### config.mk
export PLATFORM = sky130hd
export DESIGN_NAME = alu_cmd_ctrl
export DESIGN_NICKNAME = d
export VERILOG_FILES = /design/src/rtl/alu_ctrl_pkg.sv /design/src/rtl/alu_cmd_ctrl.sv
export SDC_FILE = /design/constraint.sdc
export NUM_CORES = 1
export LEC_CHECK = 0
export CAP_MARGIN = 30
export CORE_MARGIN = 5
export CORE_UTILIZATION = 36
export DETAILED_ROUTE_END_ITERATION = 8
export DONT_BUFFER_PORTS = 1
export GPL_TIMING_DRIVEN = 0
export PLACE_DENSITY = 0.57
export REMOVE_ABC_BUFFERS = 1
export SETUP_SLACK_MARGIN = 0.05
export SLEW_MARGIN = 20
export SYNTH_ARGS = -nofsm -noshare
export SYNTH_HDL_FRONTEND = slang
export SYNTH_SLANG_ARGS = --single-unit
export TNS_END_PERCENT = 30
### constraint.sdc
create_clock -name clk -period 1.76 [get_ports clk]
set_clock_uncertainty 0.05 [all_clocks]
set_input_delay 0.088 -clock clk [delete_from_list [all_inputs] [get_ports clk]]
set_output_delay 0.088 -clock clk [all_outputs]
set_load 0.1 [all_outputs]
### src/rtl/alu_ctrl_pkg.sv
// alu_ctrl_pkg
//   Shared definitions for the ALU command controller: FSM state encoding,
//   command framing constants and flag-byte bit positions, plus a helper
//   that assembles the flag byte from the individual ALU flags.
package alu_ctrl_pkg;

    typedef enum logic [3:0] {
        ST_IDLE,
        ST_GET_AH,
        ST_GET_AL,
        ST_GET_BH,
        ST_GET_BL,
        ST_EXEC,
        ST_CAPT,
        ST_TX_HI,
        ST_TX_LO,
        ST_TX_FL
    } state_t;

    localparam logic [3:0] CMD_TAG = 4'hA;
    localparam logic [3:0] FUN_NOP = 4'hF;
    localparam logic [3:0] FUN_DIV = 4'h3;

    // Flag byte layout: {div0, 2'b0, carry, arith, logic, cmp, shift}
    localparam int unsigned FLAG_DIV0  = 7;
    localparam int unsigned FLAG_CARRY = 4;
    localparam int unsigned FLAG_ARITH = 3;
    localparam int unsigned FLAG_LOGIC = 2;
    localparam int unsigned FLAG_CMP   = 1;
    localparam int unsigned FLAG_SHIFT = 0;

    function automatic logic [7:0] pack_flags(
        input logic div0,
        input logic carry,
        input logic arith,
        input logic logc,
        input logic cmp,
        input logic shift
    );
        logic [7:0] f;
        f             = '0;
        f[FLAG_DIV0]  = div0;
        f[FLAG_CARRY] = carry;
        f[FLAG_ARITH] = arith;
        f[FLAG_LOGIC] = logc;
        f[FLAG_CMP]   = cmp;
        f[FLAG_SHIFT] = shift;
        return f;
    endfunction

endpackage

### src/rtl/alu_cmd_ctrl.sv
// alu_cmd_ctrl
//   Byte-stream command controller for a 16-bit ALU. Receives a 5-byte frame
//   (CMD, A_HI, A_LO, B_HI, B_LO), holds operands and function on the ALU
//   inputs, captures the registered result and combinational flags, and
//   returns {result_hi, result_lo, flags} over a valid/ready byte interface.
//
// Ports
//   clk, rst_n            clock, asynchronous active-low reset
//   rx_data, rx_valid     incoming byte + one-cycle strobe
//   tx_data, tx_valid     response byte + valid (held until accepted)
//   tx_ready              consumer accept
//   alu_a, alu_b, alu_fun registered ALU operands / function
//   alu_out               ALU registered result
//   alu_carry..alu_shift  ALU combinational flags
//   busy                  high whenever the FSM is not idle
//   err                   one-cycle pulse for each rejected byte
module alu_cmd_ctrl
    import alu_ctrl_pkg::*;
(
    input  logic        clk,
    input  logic        rst_n,
    input  logic [7:0]  rx_data,
    input  logic        rx_valid,
    output logic [7:0]  tx_data,
    output logic        tx_valid,
    input  logic        tx_ready,
    output logic [15:0] alu_a,
    output logic [15:0] alu_b,
    output logic [3:0]  alu_fun,
    input  logic [15:0] alu_out,
    input  logic        alu_carry,
    input  logic        alu_arith,
    input  logic        alu_logic,
    input  logic        alu_cmp,
    input  logic        alu_shift,
    output logic        busy,
    output logic        err
);

    state_t      state,    state_nx;
    logic [3:0]  fun_q,    fun_nx;
    logic        div0_q,   div0_nx;
    logic [15:0] result_q, result_nx;
    logic [7:0]  flags_q,  flags_nx;

    logic [7:0]  tx_data_nx;
    logic        tx_valid_nx;
    logic [15:0] alu_a_nx;
    logic [15:0] alu_b_nx;
    logic [3:0]  alu_fun_nx;
    logic        busy_nx;
    logic        err_nx;
    logic        tx_accept;

    assign tx_accept = tx_valid && tx_ready;

    always_ff @(posedge clk or negedge rst_n) begin
        if (!rst_n) begin
            state    <= ST_IDLE;
            fun_q    <= FUN_NOP;
            div0_q   <= 1'b0;
            result_q <= '0;
            flags_q  <= '0;
            tx_data  <= '0;
            tx_valid <= 1'b0;
            alu_a    <= '0;
            alu_b    <= '0;
            alu_fun  <= FUN_NOP;
            busy     <= 1'b0;
            err      <= 1'b0;
        end else begin
            state    <= state_nx;
            fun_q    <= fun_nx;
            div0_q   <= div0_nx;
            result_q <= result_nx;
            flags_q  <= flags_nx;
            tx_data  <= tx_data_nx;
            tx_valid <= tx_valid_nx;
            alu_a    <= alu_a_nx;
            alu_b    <= alu_b_nx;
            alu_fun  <= alu_fun_nx;
            busy     <= busy_nx;
            err      <= err_nx;
        end
    end

    always_comb begin
        state_nx    = state;
        fun_nx      = fun_q;
        div0_nx     = div0_q;
        result_nx   = result_q;
        flags_nx    = flags_q;
        tx_data_nx  = tx_data;
        tx_valid_nx = tx_valid;
        alu_a_nx    = alu_a;
        alu_b_nx    = alu_b;
        alu_fun_nx  = alu_fun;
        err_nx      = 1'b0;

        case (state)
            ST_IDLE: begin
                if (rx_valid) begin
                    if (rx_data[7:4] == CMD_TAG && rx_data[3:0] != FUN_NOP) begin
                        fun_nx   = rx_data[3:0];
                        state_nx = ST_GET_AH;
                    end else begin
                        err_nx = 1'b1;
                    end
                end
            end
            ST_GET_AH: begin
                if (rx_valid) begin
                    alu_a_nx[15:8] = rx_data;
                    state_nx       = ST_GET_AL;
                end
            end
            ST_GET_AL: begin
                if (rx_valid) begin
                    alu_a_nx[7:0] = rx_data;
                    state_nx      = ST_GET_BH;
                end
            end
            ST_GET_BH: begin
                if (rx_valid) begin
                    alu_b_nx[15:8] = rx_data;
                    state_nx       = ST_GET_BL;
                end
            end
            ST_GET_BL: begin
                if (rx_valid) begin
                    alu_b_nx[7:0] = rx_data;
                    // Divide-by-zero is decided from the full B including the
                    // byte arriving now; the ALU then sees NOP instead of DIV.
                    div0_nx    = (fun_q == FUN_DIV) && ({alu_b[15:8], rx_data} == 16'h0000);
                    alu_fun_nx = div0_nx ? FUN_NOP : fun_q;
                    state_nx   = ST_EXEC;
                end
            end
            ST_EXEC: begin
                if (rx_valid) err_nx = 1'b1;
                flags_nx = pack_flags(div0_q, alu_carry, alu_arith,
                                      alu_logic, alu_cmp, alu_shift);
                state_nx = ST_CAPT;
            end
            ST_CAPT: begin
                if (rx_valid) err_nx = 1'b1;
                // The first response byte is loaded from the value being
                // captured so tx_valid can rise on this same edge.
                result_nx   = div0_q ? 16'hFFFF : alu_out;
                alu_fun_nx  = FUN_NOP;
                tx_data_nx  = result_nx[15:8];
                tx_valid_nx = 1'b1;
                state_nx    = ST_TX_HI;
            end
            ST_TX_HI: begin
                if (rx_valid) err_nx = 1'b1;
                if (tx_accept) begin
                    tx_data_nx = result_q[7:0];
                    state_nx   = ST_TX_LO;
                end
            end
            ST_TX_LO: begin
                if (rx_valid) err_nx = 1'b1;
                if (tx_accept) begin
                    tx_data_nx = flags_q;
                    state_nx   = ST_TX_FL;
                end
            end
            ST_TX_FL: begin
                if (rx_valid) err_nx = 1'b1;
                if (tx_accept) begin
                    tx_valid_nx = 1'b0;
                    state_nx    = ST_IDLE;
                end
            end
            default: begin
                state_nx = ST_IDLE;
            end
        endcase

        busy_nx = (state_nx != ST_IDLE);
    end

endmodule

==> results.toml <==
[floorplanning]
die_h_um = 104
start_util_pct = 36.5
row_count = 34
core_um2 = 8640
die_area_um2 = 10700
io-pin-count = 80
die_w_um = 104

[sta]
finalHoldWorstSlack_ps = -609
fin_crit_sh_pct = 106
rsz0062_at_grt = "true"
min_period_ps = 1860
finalSetupViolCount = 11
hold_viol = 77
slew_violations = 0
fmax_mhz = 538
worst_slack_ps = -98.6
slew_headroom_pct = 36.1
worst_slew_pin_slew_ps = 958

[finish]
syn2layout_area_growth_pct = 28.4
utilization_pct = 46.8
final_common_cell = "dfrtp_1"
insertedDiodeCount = 0
layout_common_cells = "dfrtp_1, mux2_2, nand2_1, dlygate4sd3_1, o21ai_0"
fin_nets = 338
drive_gt1_share_pct = 39.0

[placed_design]
io_buffers = 0
gp_congestion = 0.743
hpwl_mm = 4.69

[synth]
postSynthCellCount = 262
synth_area_per_cell_um2 = 12.0
ys_async_sr_fraction_pct = 100
synth-seq-cells = 70
synth_area_um2 = 3150
synth_edf_count = 0
synth_warnings = 0
synth_ff_type = "dfrtp_1"
yosysSeqAreaShare_pct = 56.0
synth_cell_type_count = 40

[clock_tree]
htree_levels = 3
cts_num_sinks = 70
clock_latency_ps = 340
cts_hold_buffers = 22
path_clk_slew_ps = 80
cts-root-buf = "clkbuf_8"
cts_tree = "done"
cts_buffer_depth = 2
numCtsBuffers = 9

[status]
status = "finished, violations left"
violations = "negative hold slack, negative setup slack"

[worst_setup_path]
critical_path.cell_chain = "and4b_4 -> or2_4 -> a31oi_4 -> buf_12 -> mux2_4"
crit_slowest_cell = "dfrtp_4"
worstPathArrival_ps = 2020
criticalPathCategory = "reg2reg"
critPathLaunchType = "flop"
worstPathMaxFanout = 8
crit_required_ps = 1920
cpPeakStageDelay_ps = 510
cpLargestDelayFamily = "flip-flops"
endpoint_kind = "flop"
path_buf_inv = 1

[detailed_routing]
ant_nets = 0
vias_per_cell = 5.44
vias = 2275
drtIter0Drc = 75
wl_per_cell_um = 19.2
wirelength_mm = 8.02
firstDrtPassIters = 4
drc = 0

[global_routing]
first_global_vias = 2358
grt-ovfl-total = 0
grt_pass1_wl_mm = 13.1
antenna_found_initial = 0
grt_usage_pct = 15.1
grt_max_degree = 71

[job]
maxCapViolCount = 0

[min_path]
hold_path.class = "in2async"
-- cell usage after synthesis (3+ instances only) --
cell type	n	area [um2]
a21oi_1	7	35.0
a22oi_1	6	45.0
buf_2	5	25.0
clkbuf_1	9	33.8
dfrtp_1	62	1550
dfstp_2	8	210
mux2_2	49	552
nand2_1	26	97.6
nand3_1	5	25.0
nand4_1	4	25.0
nor2_1	14	52.6
nor3b_1	4	30.0
nor4_1	4	25.0
o21ai_0	22	110
o31ai_1	3	22.5
-- path summary, 6_finish.rpt --
check	from	slack, ps	end	cells after the start
min in group clk	rx_data[5]	-150	alu_a[5]	1
worst min register to register	result_q[6]	420	result_q[6]	2
worst max register to register	state[2]	-100	tx_data[5]	5
worst max-delay path	state[2]	-100	tx_data[5]	5
max in group asynchronous	rst_n	2080	alu_fun[0]	0
worst min-delay path	rst_n	-610	tx_data[4]	0
-- area by class of cell --
type / count / area, um2
fillers: 774 / 4590
multi-input cells: 173 / 1430
clock inverters: 4 / 47.5
flip-flops and latches: 70 / 1780
inverters: 2 / 7.51
clock buffers: 12 / 145
well taps: 108 / 135
repair buffers: 49 / 492
-- logic make-up after synthesis --
| group | Yosys count | synth area share (%) |
|---|---|---|
| muxes | 52 | 18.6 |
| and+or+nand+nor | 74 | 13.0 |
| buffers and inverters | 19 | 2.94 |
| DFF | 70 | 56.0 |
| AOI/OAI and AO/OA | 46 | 9.22 |
| xor gates and xnor gates | 1 | 0.278 |
-- flip-flops by register name (all words and copies together) (netlist names) --
name and flops:
fun_q 4, flags_q 6, tx_valid 1, alu_b 16, alu_fun 4, tx_data 8
err 1, alu_a 16, state 4, div0_q 1, result_q 8, busy 1
-- timing repair --
action | 4_1_cts | 5_1_grt
resized for setup | 34 | 14
buffers inserted | 20 | 5
endpoints found under the hold margin | 128 | 77
gates cloned | 0 | 0
pin swaps | 11 | 6
setup endpoints to repair | 65 | 53
-- metal layers --
layer / routed length (um) / vias to the layer above / global-route usage (%) / share of wire [%]
met4: 68 / 0 / 4.50 / 0.85
met1: 3450 / 1163 / 18.9 / 43
li1: - / 1028 / - / -
met5: 0 / - / 0 / 0
met2: 3720 / 79 / 22.7 / 46
met3: 780 / 5 / 7.65 / 9.7
-- through the flow --
stage	std cells	cell area [um2]	TNS [ps]	setup slack (ps)
after floorplan	245	3060	-5490	-361
after global placement	353	3200	-30840	-965
after detailed placement	355	3250	-24640	-751
after CTS	413	3950	-849	-107
after global routing	418	4040	-1760	-216
final	418	4040	-967	-98.6
Power is not shown: default switching activity piles up to over one toggle a cycle in this logic, so the estimate is an artifact.
